--- src/rtl/cpu_sdram_tester.sv ---
// cpu_sdram_tester: drives a write pass and then a read/compare pass over a
// block of words on the sdram_ctrl CPU port. It can use an address pattern,
// an inverted address pattern, an LFSR pattern or a constant pattern, and it
// records the first mismatch and the total number of mismatches.
module cpu_sdram_tester #(
    parameter int AW  = 24,   // CPU word-address width
    parameter int CW  = 16,   // word-count width
    parameter int GAP = 24,   // idle cycles after each access (must be >= 1)
    parameter int TMO = 1024  // cycles allowed per request before abort
) (
    input  logic          sysclk,
    input  logic          reset_n,
    input  logic          start,
    input  logic [1:0]    mode,
    input  logic [AW-1:0] base_adr,
    input  logic [CW-1:0] count,
    input  logic [15:0]   seed,
    output logic [AW-1:0] cpuAddr,
    output logic [1:0]    cpustate,
    output logic          cpuU,
    output logic          cpuL,
    output logic [15:0]   cpuWR,
    input  logic [15:0]   cpuRD,
    input  logic          cpuena,
    output logic          busy,
    output logic          done,
    output logic [15:0]   err_cnt,
    output logic [AW-1:0] err_adr,
    output logic [15:0]   err_exp,
    output logic [15:0]   err_got,
    output logic          timeout
);

    typedef enum logic [2:0] {
        S_IDLE, S_WR_REQ, S_WR_GAP, S_RD_REQ, S_RD_GAP, S_FIN
    } state_t;

    localparam int TW = $clog2(TMO + 1);
    localparam int GW = $clog2(GAP + 1);

    state_t        r_state, w_next;
    logic          r_ready;
    logic [1:0]    r_mode;
    logic [15:0]   r_seed;
    logic [AW-1:0] r_base;
    logic [CW-1:0] r_count;
    logic [AW-1:0] r_addr;
    logic [CW-1:0] r_idx;
    logic [15:0]   r_lfsr;
    logic [TW-1:0] r_tmr;
    logic [GW-1:0] r_gap;
    logic [15:0]   r_err_cnt;
    logic [AW-1:0] r_err_adr;
    logic [15:0]   r_err_exp;
    logic [15:0]   r_err_got;
    logic          r_timeout;

    logic          w_in_req;
    logic          w_complete;
    logic          w_expire;
    logic          w_gap_end;
    logic          w_last;
    logic          w_start_ok;
    logic [15:0]   w_addr16;
    logic [15:0]   w_pat;
    logic [15:0]   w_lfsr_next;

    // A zero seed would lock the LFSR, so it is replaced by 0001.
    function automatic logic [15:0] seed_fix(input logic [15:0] s);
        return (s == 16'h0000) ? 16'h0001 : s;
    endfunction

    // Low 16 address bits feed the address patterns; narrow buses are zero-extended.
    if (AW >= 16) begin : g_wide
        assign w_addr16 = r_addr[15:0];
    end else begin : g_narrow
        assign w_addr16 = {{(16 - AW){1'b0}}, r_addr};
    end

    // Fibonacci LFSR, taps 16,14,13,11 (tap n is bit n-1), shifting toward the MSB.
    assign w_lfsr_next = {r_lfsr[14:0], r_lfsr[15] ^ r_lfsr[13] ^ r_lfsr[12] ^ r_lfsr[10]};

    // The first cycle of a request never completes, so a stale cpuena is ignored.
    assign w_in_req   = (r_state == S_WR_REQ) || (r_state == S_RD_REQ);
    assign w_complete = w_in_req && (r_tmr != '0) && cpuena;
    assign w_expire   = w_in_req && !w_complete && (r_tmr == TW'(TMO - 1));
    assign w_gap_end  = (r_gap == GW'(GAP - 1));
    // r_idx counts completed accesses in the current pass. With count = 0 it wraps to 0 after 2^CW accesses.
    assign w_last     = (r_idx == r_count);
    assign w_start_ok = start && r_ready && ((r_state == S_IDLE) || (r_state == S_FIN));

    // Data pattern for the current address and pattern-generator state.
    always_comb begin
        // NOTE: every combinational output gets a default first so no path infers a latch.
        w_pat = r_seed;
        case (r_mode)
            2'b00:   w_pat = w_addr16;
            2'b01:   w_pat = ~w_addr16;
            2'b10:   w_pat = r_lfsr;
            default: w_pat = r_seed;
        endcase
    end

    // State register.
    always_ff @(posedge sysclk or negedge reset_n) begin
        if (!reset_n) begin
            r_state <= S_IDLE;
        end else begin
            // NOTE: state is updated with non-blocking assignments so all flops sample the same pre-edge values.
            r_state <= w_next;
        end
    end

    // Next-state logic and CPU-port outputs.
    always_comb begin
        w_next   = r_state;
        cpustate = 2'b01;
        cpuU     = 1'b1;
        cpuL     = 1'b1;
        cpuWR    = 16'h0000;
        busy     = 1'b1;
        done     = 1'b0;
        case (r_state)
            S_IDLE: begin
                busy = 1'b0;
                if (w_start_ok) w_next = S_WR_REQ;
            end
            S_WR_REQ: begin
                cpustate = 2'b11;
                cpuU     = 1'b0;
                cpuL     = 1'b0;
                cpuWR    = w_pat;
                if (w_complete)    w_next = S_WR_GAP;
                else if (w_expire) w_next = S_FIN;
            end
            S_WR_GAP: begin
                if (w_gap_end) w_next = w_last ? S_RD_REQ : S_WR_REQ;
            end
            S_RD_REQ: begin
                cpustate = 2'b00;
                cpuU     = 1'b0;
                cpuL     = 1'b0;
                if (w_complete)    w_next = S_RD_GAP;
                else if (w_expire) w_next = S_FIN;
            end
            S_RD_GAP: begin
                if (w_gap_end) w_next = w_last ? S_FIN : S_RD_REQ;
            end
            S_FIN: begin
                busy   = 1'b0;
                done   = 1'b1;
                w_next = w_start_ok ? S_WR_REQ : S_IDLE;
            end
            default: w_next = S_IDLE;
        endcase
    end

    // Run parameters, address and pattern sequencing, timers and error capture.
    always_ff @(posedge sysclk or negedge reset_n) begin
        if (!reset_n) begin
            r_ready   <= 1'b0;
            r_mode    <= 2'b00;
            r_seed    <= 16'h0000;
            r_base    <= '0;
            r_count   <= '0;
            r_addr    <= '0;
            r_idx     <= '0;
            r_lfsr    <= 16'h0001;
            r_tmr     <= '0;
            r_gap     <= '0;
            r_err_cnt <= 16'h0000;
            r_err_adr <= '0;
            r_err_exp <= 16'h0000;
            r_err_got <= 16'h0000;
            r_timeout <= 1'b0;
        end else begin
            // One cycle after reset release, start requests are accepted.
            r_ready <= 1'b1;

            if (w_in_req && !w_complete && !w_expire) r_tmr <= r_tmr + TW'(1);
            else                                      r_tmr <= '0;

            if (((r_state == S_WR_GAP) || (r_state == S_RD_GAP)) && !w_gap_end) r_gap <= r_gap + GW'(1);
            else                                                                r_gap <= '0;

            if (w_start_ok) begin
                r_mode    <= mode;
                r_seed    <= seed;
                r_base    <= base_adr;
                r_count   <= count;
                r_addr    <= base_adr;
                r_idx     <= '0;
                r_lfsr    <= seed_fix(seed);
                r_err_cnt <= 16'h0000;
                r_err_adr <= '0;
                r_err_exp <= 16'h0000;
                r_err_got <= 16'h0000;
                r_timeout <= 1'b0;
            end

            if (w_complete) begin
                r_addr <= r_addr + AW'(1);
                r_idx  <= r_idx + CW'(1);
                r_lfsr <= w_lfsr_next;
                if ((r_state == S_RD_REQ) && (cpuRD != w_pat)) begin
                    if (r_err_cnt == 16'h0000) begin
                        r_err_adr <= r_addr;
                        r_err_exp <= w_pat;
                        r_err_got <= cpuRD;
                    end
                    if (r_err_cnt != 16'hFFFF) r_err_cnt <= r_err_cnt + 16'd1;
                end
            end

            // After the write pass, rewind so the read pass regenerates the same sequence.
            if ((r_state == S_WR_GAP) && w_gap_end && w_last) begin
                r_addr <= r_base;
                r_idx  <= '0;
                r_lfsr <= seed_fix(r_seed);
            end

            if (w_expire) r_timeout <= 1'b1;
        end
    end

    assign cpuAddr = r_addr;
    assign err_cnt = r_err_cnt;
    assign err_adr = r_err_adr;
    assign err_exp = r_err_exp;
    assign err_got = r_err_got;
    assign timeout = r_timeout;

endmodule

--- config.mk ---
export PLATFORM = sky130hd
export DESIGN_NAME = cpu_sdram_tester
export DESIGN_NICKNAME = d
export VERILOG_FILES = /design/src/rtl/cpu_sdram_tester.sv
export SDC_FILE = /design/constraint.sdc
export NUM_CORES = 1
export LEC_CHECK = 0
export ABC_AREA = 1
export CORE_UTILIZATION = 24
export CTS_CLUSTER_DIAMETER = 200
export DETAILED_ROUTE_END_ITERATION = 12
export MAX_ROUTING_LAYER = met4
export PLACE_DENSITY = 0.41
export SYNTH_ARGS = -nofsm -noshare
export SYNTH_HDL_FRONTEND = slang
export SYNTH_SLANG_ARGS = --single-unit
--- constraint.sdc ---
create_clock -name sysclk -period 2.5 [get_ports sysclk]
set_input_delay 0.75 -clock sysclk [delete_from_list [all_inputs] [get_ports sysclk]]
set_output_delay 0.75 -clock sysclk [all_outputs]
set_load 0.05 [all_outputs]
Yosys cells after proc, flatten, opt, wreduce, memory -nomap -nowiden

Cells that the tools add are included.

Flip-flop bits (word level): 207
Input bits: 78
Output and inout port bits: 119
Word-level logic and storage cells: 115

Add/subtract/negate cells: 5
Equal/unequal tests: 15
Multiplexer cells: 47
Bitwise gates (word level): 4
Reductions and logical operators: 28

Operator list:

| kind                                                  | count |
|---|---|
| two-way mux 16 bit                                    | 21 |
| two-way mux 24 bit                                    | 7 |
| zero test 16 bit                                      | 3 |
| case mux 16 bit (3 select lines)                      | 1 |
| adder 16 x 1 -> 16 bit, second input constant         | 2 |
| adder 24 x 1 -> 24 bit, second input constant         | 1 |
| two-way mux 3 bit                                     | 7 |
| case mux 3 bit (6 select lines)                       | 1 |
| equality test 16 bit                                  | 1 |
| != test 16 bit                                        | 1 |
| != test 16 bit, second input constant                 | 1 |
| NOT 16 bit                                            | 1 |
| adder 11 x 1 -> 11 bit, second input constant         | 1 |
| equality test 11 x 10 -> 1 bit, second input constant | 1 |
| logical AND 1 bit                                     | 11 |
| two-way mux 11 bit                                    | 1 |
| nonzero test 11 bit                                   | 1 |
| equality test 3 x 2 -> 1 bit, second input constant   | 2 |
| equality test 3 bit, second input constant            | 2 |
| two-way mux 1 bit                                     | 6 |
| != test 2 bit, second input constant                  | 3 |
| adder 5 x 1 -> 5 bit, second input constant           | 1 |
| equality test 5 bit, second input constant            | 1 |
| two-way mux 5 bit                                     | 1 |
| other kinds (14)                                      | 21 |

Logic depth before layout (Yosys ltp)

Gate-level depths: netlist (run 1).

Depth in word-level cells: 10
Depth in mapped cells: 17
Depth with buffers taken out: 15

Worst setup path after synthesis (run 1)

Ideal clock, no wire load.

Path type: reg2out
Start point: register r_state[2]
End point: output cpuWR[10]
Arrival: 2.867 ns
Required time: 1.750 ns
Path slack: -1.117 ns
Stages on the path, launching flop included: 7
Path buffers: 1
Path through: dfrtp_1 > inv_1 > nand2_1 > nor2_1 > inv_1 > clkbuf_1 > nor2_1

Word-level cells in the longest chain between the ends: 2

Ends and longest elaborated chain:

| item                         | line | source |
|---|---|---|
| start, declared              | 41   | `state_t r_state, w_next;` |
| start signal, assigned       | 110  | `r_state <= w_next;` |
| equality test 3 x 1 -> 1 bit | 123  | `case (r_state)` |
| two-way mux 16 bit           | 123  |  |
| end, declared                | 22   | `output logic [15:0] cpuWR,` |

No other way between the ends.

Final worst setup path (run 1)

Start point: register r_mode[1]
End point: output cpuWR[6]

Word-level cells in the longest chain between the ends: 3
Elaborated cells on any way between the ends: 5
Classes of those cells: eq/ne: 2; mux: 2; reduce/logical: 1

Ends and longest elaborated chain:

| item                                              | line | source |
|---|---|---|
| start, declared                                   | 43   | `logic [1:0] r_mode;` |
| start signal, assigned                            | 187  | `r_mode <= mode;` |
| equality test 2 bit, or another cell as far along | 96   | `case (r_mode)` |
| case mux 16 bit (3 select lines) (*)              | 96   |  |
| two-way mux 16 bit (*)                            | 123  |  |

Mark *: on every way between the ends. The rest lies on a longest branch, timed or not.

==> metrics, run 1 <==
R2R Path Start r_mode[1]; critical setup path kind register to output pin; Post-Place Cell Area 15,500 sq um; final instance area 17,300 sq um; Max VDD drop 552 uV; CTS sink cnt 207; Post-DRT Antenna Nets 0; Critical Path RT 1.75 ns; vias in the first global route 11,500; Synth cell types 38; die area 50,200 sq um; H-Tree Depth 1; fillers 5,137; Worst-Margin Slew 0.576 ns; vias 11,800; Die Y 224 microns; Pleak 0.00857 uW; IO Pins 197; asr flop ratio synth 100%; Layout area overhead 46.3%; Skew-Pair Late Insertion Delay 0.58 ns; Final Hold Fails 0; RSZ-0062 raised after global routing yes; syn avg cell area 7.07 sq um; Data arrival, critical path 2.00 ns; Synth top area share 43.6%; Post-synth top flop dfrtp_1; Initial Util 24.6%; DRT iter0 DRCs 781; Fin Clk Skew 0.0253 ns; failing checks setup timing; share of cells above drive strength 1 18.7%; fmax 364 MHz; drt wl/cell 17.0 microns; yosys warns 0; Core Footprint 48,100 sq um; Residual DRC 0; Post-Synth Simple-Gate Area 32.7%; Buf/Inv on CP 4; GP Congestion 0.861; Post-synth EDFFs 0; Final Critical Period 2.75 ns; largest net degree at the start of global routing 80; Crit. End Element output pin; overall routing resource usage 18.1%; Post-synth top cells 587 x nand2_1, 206 x dfrtp_1, 204 x inv_1; crit path launch type register; Setup WS pre-CTS -0.107 ns; DRT Pass-1 Iters 5; Final nets 2,066; first-pass GRT wire length 68.0 mm; cell with the most instances after synthesis nand2_1; Cell Area, Synth 11,800 sq um; Synth Area in XOR/XNOR 3.78%; Slew HR 61.6%; CTS buffer count 28; Synth Area in Compound Gates 8.73%; syn nets 1,758; Critical Path, Cell by Cell buf_6, buf_8, buf_4, o21ai_2, nand3_2, nand2_2, nor2_4, buf_12; Setup Viol. Count Final 88; Routed WL 45.0 mm; CTS tree done; Max clock buf depth 3; outcome complete, but fails checks; grt total ovfl 0; synth top area cells dfrtp_1 44%, nand2_1 19%, inv_1 6.5%; sequential fraction of the synthesis area 43.8%; Rows 80; Reg area 5180 sq um; Multi-input gate area 6020 sq um; Slew Viols, Final 0; vias per cell 4.46; Synth area leader dfrtp_1; max-cap viol count 0; CP Max Fanout 4; Die Wd 224 microns; main combinational cell family by area after synthesis simple AND/OR/NAND/NOR gates; Mapped Cells 1,673; final worst setup slack -0.249 ns; Reg clk slew, reported paths 0.06 ns; Top delay family on crit path buffers and inverters; synthesized flop and latch total 207; Setup crit start r_mode[1]; worst hold path class input port to async pin; final period utilization 110%; initial antenna violation count 0; clock root cell clkbuf_16; number of port buffers 196; DP HPWL 32.8 mm; Max stage delay cell, worst path dfrtp_2; power per standard cell area 1090 nW/um^2; mux contribution to synthesized area 0%; Largest stage delay, worst path 0.48 ns; Post-Synth Adder-Cell Area 0.740%
cell type report:
type,instances,area share (%)
timing repair buffer,356,20.8
clock buffer,34,4.41
antenna,1,0.0145
tap,656,4.74
multi-input combinational,1178,34.8
inverter,210,4.60
sequential,207,29.9
clock inverter,11,0.730
registers in the layout, indices dropped and copies added (netlist names), 16 cells and up:
register	cells
cpuAddr	24
err_adr	24
r_base	24
err_cnt	16
err_exp	16
err_got	16
r_count	16
r_idx	16
r_lfsr	16
r_seed	16
worst paths after layout:
path                       cells after the start  slack (ns)     endpoint
max                                            8       -0.25     cpuWR[6]
min                                            1        0.17   err_cnt[8]
max reg2reg                                   20       -0.18  err_adr[22]
min reg2reg                                    1        0.47     r_gap[0]
max in group asynchronous                      2        1.68    r_lfsr[0]
min in group sysclk                            1        0.47     r_gap[0]
repair_timing:
action	4_1_cts	5_1_grt
resized for setup	152	52
pin swaps	41	29
hold buffers	0	0
endpoints found under the setup margin	77	105
cloned	1	8
buffers inserted	52	10
worst reg2reg max path: cells and delay by family (launching register included):
family | cells | cell delay, ns
simple gates | 10 | 0.90
flops | 1 | 0.48
compound gates | 1 | 0.06
buf+inv | 9 | 1.09
kinds of logic after synthesis:
kind of cell / after synthesis
flip-flops: 207
adder cells (fa/ha/maj): 7
AO/OA/AOI/OAI: 198
XOR/XNOR: 51
buffers and inverters: 289
AND/OR/NAND/NOR: 920
other: 1
metrics by stage:
stage	utilization (%)	total power [uW]	hold WS, ns	TNS, ns	instances
final	36.0	18900	0.170	-12.02	2653
after global routing	36.0	20100	0.207	-23.18	2652
after CTS	35.2	18800	0.183	-16.29	2637
after detailed placement	32.1	13200	0.459	-4.49	2550
after global placement	32.1	13200	0.455	-5.82	2550
after floorplan	-	9490	0.433	0	1673
layer usage:
metal	vias to the layer above	track usage (%)	wire length, microns
met5	-	-	0
met4	0	4.86	1240
met3	72	2.61	1930
met2	280	28.8	21100
met1	5563	24.1	20700
li1	5907	-	-
cell usage in the layout, fill, tap and decap left out, types with 18 or more instances in the layout:
cell type          n
nand2_4           18
clkdlybuf4s50_1   91
nand2_2           31
xor2_1            29
nand4_1           67
inv_1            200
o21ai_0          140
nand2_1          540
dlygate4sd2_1     58
nor2_1           118
nand3_1           68
dfrtp_1          203
xnor2_1           22
nor2_4            19
buf_12            38
buf_6             18
buf_4            145
clkbuf_16         32
power by group:
part	total (uW)	internal (uW)	switching, uW
Clock	3970	2350	1620
Sequential	5020	4200	822
Combinational	9920	4040	5870
(Power assumes the default switching activity.)
==> run 2: changes to the inputs <==
--- a/config.mk
+++ b/config.mk
@@ -9,8 +9,8 @@
 export CORE_UTILIZATION = 24
 export CTS_CLUSTER_DIAMETER = 200
 export DETAILED_ROUTE_END_ITERATION = 12
-export MAX_ROUTING_LAYER = met4
 export PLACE_DENSITY = 0.41
+export SLEW_MARGIN = 25
 export SYNTH_ARGS = -nofsm -noshare
 export SYNTH_HDL_FRONTEND = slang
 export SYNTH_SLANG_ARGS = --single-unit
==> run 2 against run 1 <==
- the run still ends with setup timing left
- die area did not move
- fmax is 0.15% higher
- design area increased by 0.14%
- largest power group unchanged
- routed wire length shrank 0.16%
- sequential power is essentially flat
==> metrics, run 2 (synthesized netlist as in run 1, its figures left out) <==
Rows 80 (unchanged); Psw 8320 uW (was 8310 uW); max-cap viol count 0 (unchanged); Skew-Pair Late Insertion Delay 0.58 ns (about the same); combinational fraction of design power 52.6% (was 52.5%); Final Critical Period 2.75 ns (about the same); Crit. End Element output pin (unchanged); H-Tree Depth 1 (unchanged); vias in the first global route 11,500 (about the same); Total Power 18,900 uW (about the same); GP Congestion 0.847 (was 0.861); Final nets 2,067 (was 2,066); number of port buffers 196 (unchanged); outcome complete, but fails checks (unchanged); Slew HR 61.6% (about the same); share of cells above drive strength 1 18.8% (was 18.7%); CTS sink cnt 207 (unchanged); grt total ovfl 0 (unchanged); Critical Path, Cell by Cell buf_6, buf_8, buf_4, o21ai_2, nand3_2, nand2_2, nor2_4, buf_12 (unchanged); crit path launch type register (unchanged); fmax 364 MHz (about the same); Max stage delay cell, worst path dfrtp_2 (unchanged); Data arrival, critical path 2.00 ns (about the same); Routed WL 45.0 mm (about the same); Reg clk slew, reported paths 0.06 ns (about the same); final core occ 36.0% (about the same); Die Wd 224 microns (unchanged); RSZ-0062 raised after global routing yes (unchanged); DP HPWL 32.8 mm (unchanged); Flop pwr share 26.5% (was 26.6%); IO Pins 197 (unchanged); Pleak 0.00858 uW (was 0.00857 uW); cell internal pwr 10,600 uW (about the same); Worst-Margin Slew 0.579 ns (was 0.576 ns); die area 50,200 sq um (unchanged); Die Y 224 microns (unchanged); largest net degree at the start of global routing 80 (unchanged); Max clock buf depth 3 (unchanged); overall routing resource usage 17.6% (was 18.1%); initial antenna violation count 0 (unchanged); CTS tree done (unchanged); final worst setup slack -0.245 ns (was -0.249 ns); failing checks setup timing (unchanged); power per standard cell area 1090 nW/um^2 (about the same); Critical Path RT 1.75 ns (about the same); DRT iter0 DRCs 808 (was 781); Max VDD drop 552 uV (about the same); vias 11,700 (was 11,800); Initial Util 24.6% (unchanged); Slew Viols, Final 0 (unchanged); Final Hold Fails 0 (unchanged); drt wl/cell 16.9 microns (was 17.0 microns); most common cell after layout, fill and taps aside nand2_1 (unchanged); DRT Pass-1 Iters 5 (unchanged); first-pass GRT wire length 68.0 mm (about the same); critical setup path kind register to output pin (unchanged); Residual DRC 0 (unchanged); CTS buffer count 28 (unchanged); Fin Clk Skew 0.0248 ns (was 0.0253 ns); Post-DRT Antenna Nets 0 (unchanged); Core Footprint 48,100 sq um (unchanged); Layout area overhead 46.6% (was 46.3%); vias per cell 4.42 (was 4.46); Setup WS pre-CTS -0.107 ns (unchanged); n_diodes 0 (was 1); Clock power frac 20.9% (was 21.0%); most frequent cells in the layout 538 x nand2_1, 203 x dfrtp_1, 200 x inv_1, 143 x buf_4, 128 x o21ai_0 (was 540 x nand2_1, 203 x dfrtp_1, 200 x inv_1, 145 x buf_4, 140 x o21ai_0); Largest stage delay, worst path 0.47 ns (was 0.48 ns); count of hold-fix buffers inserted at cts 0 (unchanged); clock root cell clkbuf_16 (unchanged); worst hold path class input port to async pin (unchanged); R2R cell count 20 (unchanged); CP Max Fanout 4 (unchanged); Setup Viol. Count Final 88 (unchanged); sw frac 44.0% (about the same); final period utilization 110% (about the same)
==> run 2: through the flow <==
stage,std cells,instance area [sq um],hold WS (ns),setup TNS (ns)
6_report,2653,17300,0.167,-11.11
5_1_grt,2653,17300,0.207,-24.16
4_1_cts,2637,16900,0.183,-16.29
3_3_place_gp,2550,15500,0.455,-5.82
2_1_floorplan,1673,11900,0.433,0
3_5_place_dp,2550,15500,0.459,-4.49
==> run 2: worst paths after layout <==
path                           start          end  slack [ns]
max                        r_mode[1]     cpuWR[6]       -0.25
min                          reset_n   err_cnt[8]        0.17
max reg2reg                r_mode[1]  err_adr[22]       -0.16
min reg2reg                 r_gap[0]     r_gap[0]        0.47
max in group asynchronous    reset_n    r_lfsr[0]        1.68
min in group sysclk         r_gap[0]     r_gap[0]        0.47
==> run 2: layout make-up <==
class | instances | area (sq um)
multi-input cells | 1178 | 6020
well taps | 656 | 821
inverters | 210 | 796
repair buffers | 357 | 3620
flip-flops and latches | 207 | 5180
fillers | 5132 | 30800
clock inverters | 11 | 126
clock buffers | 34 | 763
==> run 2: per-layer routing <==
layer / up-vias / share of wire, % / global-route usage, %
met2: 286 / 47 / 28.8
met1: 5471 / 46 / 23.9
met5: - / 0 / 0
met3: 66 / 4.5 / 2.73
li1: 5907 / - / -
met4: 0 / 2.7 / 4.86
==> run 2: power groups by stage <==
stage	clock, uW	sequential [uW]	combinational [uW]
finish	3960	5020	9950
global route	4240	5120	10700
CTS	4080	5000	9720
detailed placement	0	5040	8150
global placement	0	5030	8130
floorplan	0	5480	4010
==> run 2: worst max-delay path: cells and delay by family, from the launching register on <==
family	cells	cell delay (ns)
DFF	1	0.47
buffers and inverters	4	0.55
AOI/OAI and AO/OA	1	0.06
and+or+nand+nor	3	0.32
==> run 2: timing repair <==
item / in CTS / in global routing
hold endpoints to repair: 0 / 0
endpoints found under the setup margin: 77 / 105
buffers inserted: 52 / 10
pin swaps: 41 / 29
gates cloned: 1 / 9
gates resized for setup: 152 / 69
